==> src/rtl/node_pkg.sv <==
// node_pkg: shared types and constants for the node MAC slice.
// FSM encoding, FP constants and small IEEE-754 classifiers.
package node_pkg;
  localparam int N_IN_DEF = 30;
  localparam logic [31:0] FP_ZERO = 32'h0000_0000;
  localparam logic [31:0] FP_QNAN = 32'h7FC0_0000;
  localparam logic [31:0] FP_QBIT = 32'h0040_0000;

  typedef enum logic [1:0] {
    IDLE,
    RUN,
    DRAIN,
    DONE
  } state_t;

  function automatic logic fp_nan(input logic [31:0] x);
    return (x[30:23] == 8'hFF) && (x[22:0] != 23'd0);
  endfunction

  function automatic logic fp_inf(input logic [31:0] x);
    return (x[30:23] == 8'hFF) && (x[22:0] == 23'd0);
  endfunction

  function automatic logic fp_zero(input logic [31:0] x);
    return x[30:23] == 8'h00;
  endfunction
endpackage

==> src/rtl/float_adder.sv <==
// float_adder: combinational IEEE-754 single add, RNE.
// Subnormal operands and results flush to signed zero.
module float_adder
  import node_pkg::*;
(
  input  logic [31:0] a,
  input  logic [31:0] b,
  output logic [31:0] y
);
  logic              swap;
  logic              sx;
  logic              sy;
  logic              sub;
  logic              far;
  logic              stk;
  logic              rnd;
  logic [30:0]       x;
  logic [30:0]       v;
  logic [7:0]        d;
  logic [26:0]       mx;
  logic [26:0]       my;
  logic [26:0]       sh;
  logic [26:0]       n;
  logic [53:0]       tmp;
  logic [27:0]       s;
  logic [4:0]        lz;
  logic [24:0]       m;
  logic [22:0]       fr;
  logic signed [9:0] e;

  always_comb begin
    swap    = b[30:0] > a[30:0];
    {sx, x} = swap ? b : a;
    {sy, v} = swap ? a : b;
    sub     = sx ^ sy;
    d       = x[30:23] - v[30:23];
    mx      = {1'b1, x[22:0], 3'b000};
    my      = {1'b1, v[22:0], 3'b000};
    tmp     = {my, 27'd0} >> d;
    far     = d > 8'd26;
    sh      = far ? 27'd0 : tmp[53:27];
    stk     = far | (|tmp[26:0]);
    sh[0]   = sh[0] | stk;
    s = sub ? {1'b0, mx} - {1'b0, sh}
            : {1'b0, mx} + {1'b0, sh};
    lz = 5'd0;
    for (int i = 0; i <= 26; i++)
      if (s[i]) lz = 5'(26 - i);
    if (s[27]) begin
      n = s[27:1] | {26'd0, s[0]};
      e = 10'(x[30:23]) + 10'sd1;
    end else begin
      n = s[26:0] << lz;
      e = 10'(x[30:23]) - 10'(lz);
    end
    rnd = n[2] & (n[1] | n[0] | n[3]);
    m   = {1'b0, n[26:3]} + 25'(rnd);
    if (m[24]) begin
      e  = e + 10'sd1;
      fr = m[23:1];
    end else begin
      fr = m[22:0];
    end
    y = {sx, e[7:0], fr};
    if (e > 10'sd254)
      y = {sx, 8'hFF, 23'd0};
    else if (e < 10'sd1)
      y = {sx, 31'd0};
    if (s == 28'd0)
      y = FP_ZERO;
    if (v[30:23] == 8'h00)
      y = {sx, x};
    // both operands zero: result is -0 only when both are -0
    if (x[30:23] == 8'h00)
      y = {sx & sy, 31'd0};
    if (x[30:23] == 8'hFF)
      y = {sx, x};
    if (fp_inf(a) && fp_inf(b) && sub)
      y = FP_QNAN;
    if (fp_nan(a))
      y = a | FP_QBIT;
    else if (fp_nan(b))
      y = b | FP_QBIT;
  end
endmodule

==> src/rtl/float_mult.sv <==
// float_mult: combinational IEEE-754 single multiply, RNE.
// Subnormal operands and results flush to signed zero.
module float_mult
  import node_pkg::*;
(
  input  logic [31:0] a,
  input  logic [31:0] b,
  output logic [31:0] y
);
  logic              sg;
  logic              grd;
  logic              stk;
  logic              rnd;
  logic [47:0]       p;
  logic [22:0]       fr;
  logic [24:0]       m;
  logic signed [9:0] e;

  always_comb begin
    sg = a[31] ^ b[31];
    p  = 48'({1'b1, a[22:0]}) * 48'({1'b1, b[22:0]});
    e  = 10'(a[30:23]) + 10'(b[30:23]) - 10'sd127 + 10'(p[47]);
    if (p[47]) begin
      fr  = p[46:24];
      grd = p[23];
      stk = |p[22:0];
    end else begin
      fr  = p[45:23];
      grd = p[22];
      stk = |p[21:0];
    end
    rnd = grd & (stk | fr[0]);
    m   = {2'b01, fr} + 25'(rnd);
    if (m[24]) begin
      e  = e + 10'sd1;
      fr = m[23:1];
    end else begin
      fr = m[22:0];
    end
    y = {sg, e[7:0], fr};
    if (e > 10'sd254)
      y = {sg, 8'hFF, 23'd0};
    else if (e < 10'sd1)
      y = {sg, 31'd0};
    if (fp_zero(a) || fp_zero(b))
      y = {sg, 31'd0};
    // inf * 0 is invalid; any other inf product keeps the xor sign
    if (fp_inf(a) || fp_inf(b))
      y = (fp_zero(a) || fp_zero(b)) ? FP_QNAN : {sg, 8'hFF, 23'd0};
    if (fp_nan(a))
      y = a | FP_QBIT;
    else if (fp_nan(b))
      y = b | FP_QBIT;
  end
endmodule

==> src/rtl/node_mac_dp.sv <==
// node_mac_dp: shared multiplier/adder with product and sum registers.
// One product is formed per accepted activation and folded in next cycle.
module node_mac_dp
  import node_pkg::*;
(
  input  logic        clk,
  input  logic        rst_n,
  input  logic        load,
  input  logic        take,
  input  logic        acc_en,
  input  logic [31:0] bias,
  input  logic [31:0] a_data,
  input  logic [31:0] w_data,
  output logic [31:0] acc
);
  logic [31:0] prod;
  logic [31:0] mul_y;
  logic [31:0] add_y;
  logic        prod_v;

  float_mult u_mul (
    .a (a_data),
    .b (w_data),
    .y (mul_y)
  );

  float_adder u_add (
    .a (acc),
    .b (prod),
    .y (add_y)
  );

  always_ff @(posedge clk or negedge rst_n) begin
    if (!rst_n) begin
      prod   <= FP_ZERO;
      prod_v <= 1'b0;
      acc    <= FP_ZERO;
    end else if (load) begin
      acc    <= bias;
      prod_v <= 1'b0;
    end else begin
      prod_v <= take;
      if (take)
        prod <= mul_y;
      if (acc_en && prod_v)
        acc <= add_y;
    end
  end
endmodule

==> src/rtl/node_mac_seq.sv <==
// node_mac_seq: sequential neuron, ReLU(bias + sum a_i*w_i).
// Streams N_IN activations through one shared MAC datapath.
module node_mac_seq
  import node_pkg::*;
#(
  parameter int N_IN = N_IN_DEF,
  parameter int AW   = $clog2(N_IN)
) (
  input  logic          clk,
  input  logic          rst_n,
  input  logic          start,
  input  logic [31:0]   bias,
  input  logic          a_valid,
  input  logic [31:0]   a_data,
  output logic          a_ready,
  output logic [AW-1:0] w_addr,
  input  logic [31:0]   w_data,
  output logic          busy,
  output logic          done,
  output logic [31:0]   n_out
);
  localparam logic [AW-1:0] LAST = AW'(N_IN - 1);

  state_t        state;
  state_t        state_nx;
  logic [AW-1:0] idx;
  logic [31:0]   acc;
  logic          load;
  logic          take;
  logic          last;
  logic          acc_en;

  assign a_ready = state == RUN;
  assign busy    = state != IDLE;
  assign w_addr  = idx;
  assign load    = (state == IDLE) && start;
  assign take    = a_ready && a_valid;
  assign last    = take && (idx == LAST);
  assign acc_en  = (state == RUN) || (state == DRAIN);

  always_comb begin
    state_nx = state;
    unique case (state)
      IDLE:    if (start) state_nx = RUN;
      RUN:     if (last) state_nx = DRAIN;
      DRAIN:   state_nx = DONE;
      DONE:    state_nx = IDLE;
      default: state_nx = IDLE;
    endcase
  end

  always_ff @(posedge clk or negedge rst_n) begin
    if (!rst_n) begin
      state <= IDLE;
      idx   <= '0;
      done  <= 1'b0;
      n_out <= FP_ZERO;
    end else begin
      state <= state_nx;
      done  <= state == DONE;
      // wrap on the last input so w_addr stays inside the ROM
      if (load)
        idx <= '0;
      else if (take)
        idx <= last ? '0 : idx + 1'b1;
      if (state == DONE)
        n_out <= acc[31] ? FP_ZERO : acc;
    end
  end

  node_mac_dp u_dp (
    .clk    (clk),
    .rst_n  (rst_n),
    .load   (load),
    .take   (take),
    .acc_en (acc_en),
    .bias   (bias),
    .a_data (a_data),
    .w_data (w_data),
    .acc    (acc)
  );
endmodule

==> config.mk <==
export PLATFORM = sky130hd
export DESIGN_NAME = node_mac_seq
export DESIGN_NICKNAME = d
export VERILOG_FILES = /design/src/rtl/node_pkg.sv /design/src/rtl/float_adder.sv /design/src/rtl/float_mult.sv /design/src/rtl/node_mac_dp.sv /design/src/rtl/node_mac_seq.sv
export SDC_FILE = /design/constraint.sdc
export NUM_CORES = 2
export LEC_CHECK = 0
export BUFFER_PORTS_ARGS = -buffer_cell sky130_fd_sc_hd__buf_2
export CAP_MARGIN = 0
export CORE_ASPECT_RATIO = 1.2
export CORE_MARGIN = 1
export CORE_UTILIZATION = 40
export CTS_BUF_LIST = sky130_fd_sc_hd__clkbuf_4 sky130_fd_sc_hd__clkbuf_8 sky130_fd_sc_hd__clkbuf_16
export DETAILED_ROUTE_END_ITERATION = 6
export GPL_ROUTABILITY_DRIVEN = 0
export MAX_ROUTING_LAYER = met4
export PLACE_DENSITY = 0.63
export SETUP_SLACK_MARGIN = 0.5
export SYNTH_ARGS = -nofsm -noshare
export SYNTH_HDL_FRONTEND = slang
export SYNTH_SLANG_ARGS = --single-unit
export TNS_END_PERCENT = 30
==> constraint.sdc <==
create_clock -name clk -period 33.9 [get_ports clk]
set_input_delay 3.39 -clock clk [delete_from_list [all_inputs] [get_ports clk]]
set_output_delay 3.39 -clock clk [all_outputs]
set_load 0.03 [all_outputs]
# After elaboration in Yosys (flattened, before gate mapping)
# Index checks and enable logic that the tools add are counted.
# word_totals
out_inout_bits	40
register_bits	105
in_bits	100
# op_classes
shifts	2
n_lt_le_gt_ge	6
n_eq_ne	12
mul	1
add_sub_neg	13
bitwise	12
mux	66
n_reduce_logical	40
# op_table
operator	count
two-way mux 32 bit	15
two-way mux 31 bit	6
two-way mux 5 bit	30
zero test 23 bit	4
nonzero test 23 bit	4
two-way mux 23 bit	3
two-way mux 27 bit	2
right shift 54 x 8 -> 54 bit	1
adder 24 x 1 -> 25 bit	2
multiplier 24 x 24 -> 48 bit	1
equality test 8 bit, second input constant	5
zero test 8 bit	4
greater-than comparator 31 bit	1
two-way mux 10 bit	3
adder 27 x 27 -> 28 bit	1
zero test 28 bit	1
two-way mux 28 bit	1
subtractor 27 x 27 -> 28 bit	1
bitwise OR 27 x 1 -> 27 bit	1
OR reduction 27 bit	1
left shift 27 x 5 -> 27 bit	1
OR reduction 23 bit	1
OR reduction 22 bit	1
adder 10 x 2 -> 10 bit, second input constant	2
27 further kinds	60

# Depth between registers and ports, before layout
# logic_depth
word_depth	55
ltp_mapped	70

# Cells and area by module
# From an unflattened synthesis, not the netlist that was laid out.
# unflattened
hier_cells	5088
hier_area_um2	39796.9
# modules_own_cells
mod	area_per_inst_um2	cells_each	instances	seq_area_each_um2
float_mult	21849.7	2633	1	0.0
float_adder	13085.0	2018	1	0.0
node_mac_dp	3042.9	252	1	1626.6
node_mac_seq	1819.2	185	1	975.9

# Worst setup path after synthesis
# No wires, ideal clock.
# synth_path
path_type	in2reg
start	in w_data[5]
end	reg u_dp.prod[21]
path_slack_ps	19098
t_required_ps	33769
cell_stages	53
n_path_buf	5
arrival_time_ps	14671
cell_sequence	clkbuf_1 clkbuf_1 nand2_1 fa_1 fa_1 inv_1 fa_1 ha_1 fa_1 inv_1 fa_1 fa_1 inv_1 ha_1 a21oi_1 o21bai_1 a21oi_1 o21bai_1 (+17 left out) fa_1 a21oi_1 nor2_1 nor2_1 o21bai_1 a21oi_1 o21bai_1 a21oi_1 xnor2_1 nand4_1 o21a_1 a211oi_1 a31oi_1 and3b_1 and2_1 clkbuf_1 a221oi_1 nor3_1
# synth_between
elab_chain_len	14
elab_cells_between_ends	26
classes_between	add/sub (3); mul (1); order compare (2); mux (11); bitwise (2); reduce/logical (7)
# synth_rtl
item	line_no	text
start: declaration	node_mac_seq.sv:17	input logic [31:0] w_data,
multiplier 24 x 24 -> 48 bit	float_mult.sv:21	p = 48'({1'b1, a[22:0]}) * 48'({1'b1, b[22:0]});
OR reduction 23 bit / OR reduction 22 bit (equally long branches)	float_mult.sv:26, float_mult.sv:30	
two-way mux 1 bit	float_mult.sv:23	if (p[47]) begin
bitwise OR 1 bit	float_mult.sv:32	rnd = grd & (stk | fr[0]);
AND 1 bit	float_mult.sv:32	
adder 24 x 1 -> 25 bit	float_mult.sv:33	m = {2'b01, fr} + 25'(rnd);
two-way mux 10 bit	float_mult.sv:34	if (m[24]) begin
less-than comparator 10 x 2 -> 1 bit	float_mult.sv:43	else if (e < 10'sd1)
two-way mux 31 bit	float_mult.sv:43	
two-way mux 31 bit	float_mult.sv:41	if (e > 10'sd254)
two-way mux 31 bit	float_mult.sv:45	if (fp_zero(a) || fp_zero(b))
two-way mux 32 bit	float_mult.sv:48	if (fp_inf(a) || fp_inf(b))
two-way mux 32 bit *	float_mult.sv:52	else if (fp_nan(b))
two-way mux 32 bit *	float_mult.sv:50	if (fp_nan(a))
end signal: assignment	node_mac_dp.sv:44	prod <= mul_y;
end: declaration	node_mac_dp.sv:16	logic [31:0] prod;
# Mark *: on every way between the ends. The rest lies on a longest branch, timed or not.
# A chain may end at the register's enable or synchronous reset.

# Worst setup path in the final report
# Ends and elaborated chain as after synthesis.

==> flow_summary.toml <==
[logic_synthesis]
async_reset_ff_frac = 1.00
syn_area_um2 = 37200
ys_top_cells_by_area = "fa_1 (26%), ha_1 (9.7%), inv_1 (7.2%)"
synthFlopType = "dfrtp_1"
syn_area_per_cell_um2 = 7.74
synth-edff-count = 0
synth_mux_area_frac = 0.0252
synth-compound-area-share = 0.185
synth_most_common_cell = "inv_1"
synthAdderAreaFrac = 0.358
syn_nets = 5676
synth_top_family_by_area = "adder cells"
ys_types = 126
synth_common_cells = "inv_1 (710), nand2_1 (632), fa_1 (485)"
ys_ff_latch = 104
synth_top_area_share = 0.261
yosys.area.top_type = "fa_1"
synth_xor_area_frac = 0.0332
syn_inst = 4804
yosys_warnings = 0
synth-seq-area-share = 0.0700
yosys.area_share.simple = 0.226

[routing]
wirelength_um = 133000
drcViolationCount = 5
first_iter_violations = 3782
dr.max_layer_used = "met4"
routed-wl-met2_um = 61200
route.met3.wl_um = 11400
ant_nets = 0
drt_first_pass_iters = 7
met1Wirelength_um = 51200
avgRoutedWirePerCell_um = 22.2
via_per_inst = 5.98
vias = 35800

[clock_tree]
cts_made_buffers = 9
path_clk_slew_ns = 0.08
insertion_delay_ns = 0.40
cts_root_buffer = "clkbuf_16"
h-tree-depth = 3
cts_hold_buf = 0
cts_resized = 0
cts.path.max_buffers = 2
cts_setup_buffers = 0
cts_tree = "yes"
cts_num_sinks = 104

[sta]
final-setup-viol-count = 0
worst_pin_slew_ns = 1.24
min_period_over_period = 0.485
fin_setup_tns_ns = 0
hold_ws_ns = 0.518
slew_violations = 0
slew_headroom = 0.168
skew_ns = 0.0257
finalHoldViolations = 0
fin_crit_ns = 16.44
rsz0062_at_grt = "no"
fmax_mhz = 60.8

[placed_design]
dp_hpwl_um = 102000
postPlaceCellArea_um2 = 38700
portBuffers = 138

[run_status]
status = "complete, but fails checks"
violations = "DRC"

[die]
die_x_um = 280
dieArea_um2 = 94200
initial_core_util = 0.404
io_pins = 140
die_h_um = 336
fp.coreArea_um2 = 92200
num_rows = 122

[global_route]
antenna_found_initial = 1
gr-total-overflow = 0
grt_first_pass_wirelength_um = 206000
grt_usage = 0.291
grt_max_degree = 89
grt_pass1_vias = 35300

[critical_path]
path_depth = 55
startpoint = "w_data[5]"
timing.rr.end = "u_dp.acc[25]"
r2r_cells = 60
cp-end-kind = "flip-flop"
timing.rr.start = "u_dp.acc[23]"
endpoint = "u_dp.prod[21]"
slowest_stage = "buf_2"
startpoint_type = "primary input"
path_buf_inv = 10
reg2reg_slack_ns = 18.29
crit_fanout = 42
cp_common_cell = "a21oi_1"
crit_type = "in2reg"
cp_slowest_stage_delay_ns = 0.59
worstPathArrival_ns = 16.71
cpLargestDelayFamily = "compound AO/OA/AOI/OAI gates"
cp_data_required_time_ns = 34.17

[hold_path]
hold_path_class = "reg2reg"

[flow_run]
max_cap_violations = 0

[final_layout]
finish.net_count = 5615
area_growth_pct = 4.98
finalInstanceArea_um2 = 39100
drive_above_1_share = 0.0663
nFillCells = 9551
[final cells by class]
class	instances	area (µm²)	area share
diodes	1	2.50	0.0000641
clock buffers	9	225	0.00577
clock inverters	7	88.8	0.00227
inverters	718	2700	0.0692
multi-input cells	3722	30800	0.789
flip-flops and latches	104	2600	0.0666
well taps	1240	1550	0.0397
repair buffers	188	1070	0.0274
[stage by stage]
step                      utilization  std cells  worst slack (ns)
after global routing            0.424       5989             16.25
after floorplan                     -       4804             19.10
final                           0.424       5989             17.46
after CTS                       0.424       5988             17.53
after global placement          0.420       5972             17.36
after detailed placement        0.420       5972             17.10
[sequential cells by signal (all words and copies together) (netlist names)]
signal and count:
w_addr 5, u_dp.prod_v 1, n_out 31, state 2, done 1, u_dp.acc 32
u_dp.prod 32
[how the worst min path moves through the flow]
| stage | startpoint | end | cells past startpoint |
|---|---|---|---|
| 2_1_floorplan | u_dp.prod[31] | u_dp.prod[31] | 2 |
| 3_3_place_gp | n_out[15] | n_out[15] | 2 |
| 3_5_place_dp | w_addr[4] | w_addr[4] | 1 |
| 4_1_cts | n_out[15] | n_out[15] | 2 |
| 5_1_grt | n_out[15] | n_out[15] | 2 |
| 6_report | n_out[15] | n_out[15] | 2 |
[routing by layer]
| metal | up-vias | global-route usage |
|---|---|---|
| met1 | 17400 | 0.354 |
| met5 | - | - |
| li1 | 16000 | - |
| met2 | 1898 | 0.467 |
| met3 | 488 | 0.0383 |
| met4 | 0 | 0.160 |
[cell families (layout without fill, tap and decap cells)]
family,count (synthesis),in the layout
DFF,104,104
adders and majority gates,772,772
xor gates and xnor gates,138,138
muxes,82,82
and+or+nand+nor,1713,1713
buffers and inverters,978,922
AOI/OAI and AO/OA,1016,1016
other,1,2
[worst reg2reg max path, delay by kind of cell, from the launching register on]
| family | cells | cell delay [ns] |
|---|---|---|
| buffers and inverters | 8 | 1.90 |
| multiplexers | 1 | 0.23 |
| XOR/XNOR | 1 | 0.50 |
| AO/OA/AOI/OAI | 27 | 7.35 |
| AND/OR/NAND/NOR | 18 | 3.45 |
| adder cells (fa/ha/maj) | 5 | 1.67 |
| flip-flops | 1 | 0.33 |
[layout by cell type, fill, tap and decap left out, types with 23 or more instances in the layout]
cell,n
a221oi_1,47
and3_1,44
dfrtp_1,104
a21oi_1,227
fa_1,485
nand2_1,632
a211oi_1,51
nand4_1,39
or3_1,27
nand3b_1,38
and2_1,241
ha_1,285
o21bai_1,34
buf_2,137
buf_4,51
o31ai_1,23
xor2_1,43
nor3_1,126
nand3_1,106
o21a_1,24
inv_1,710
nor2_1,271
a31oi_1,36
mux2i_1,60
o22ai_1,26
a21o_1,44
xnor2_1,93
nand2b_1,34
nor2b_1,26
nor4_1,52
o211ai_1,55
o21ai_0,227
Power is not shown: default switching activity piles up to over one toggle a cycle in this logic, so the estimate is an artifact.
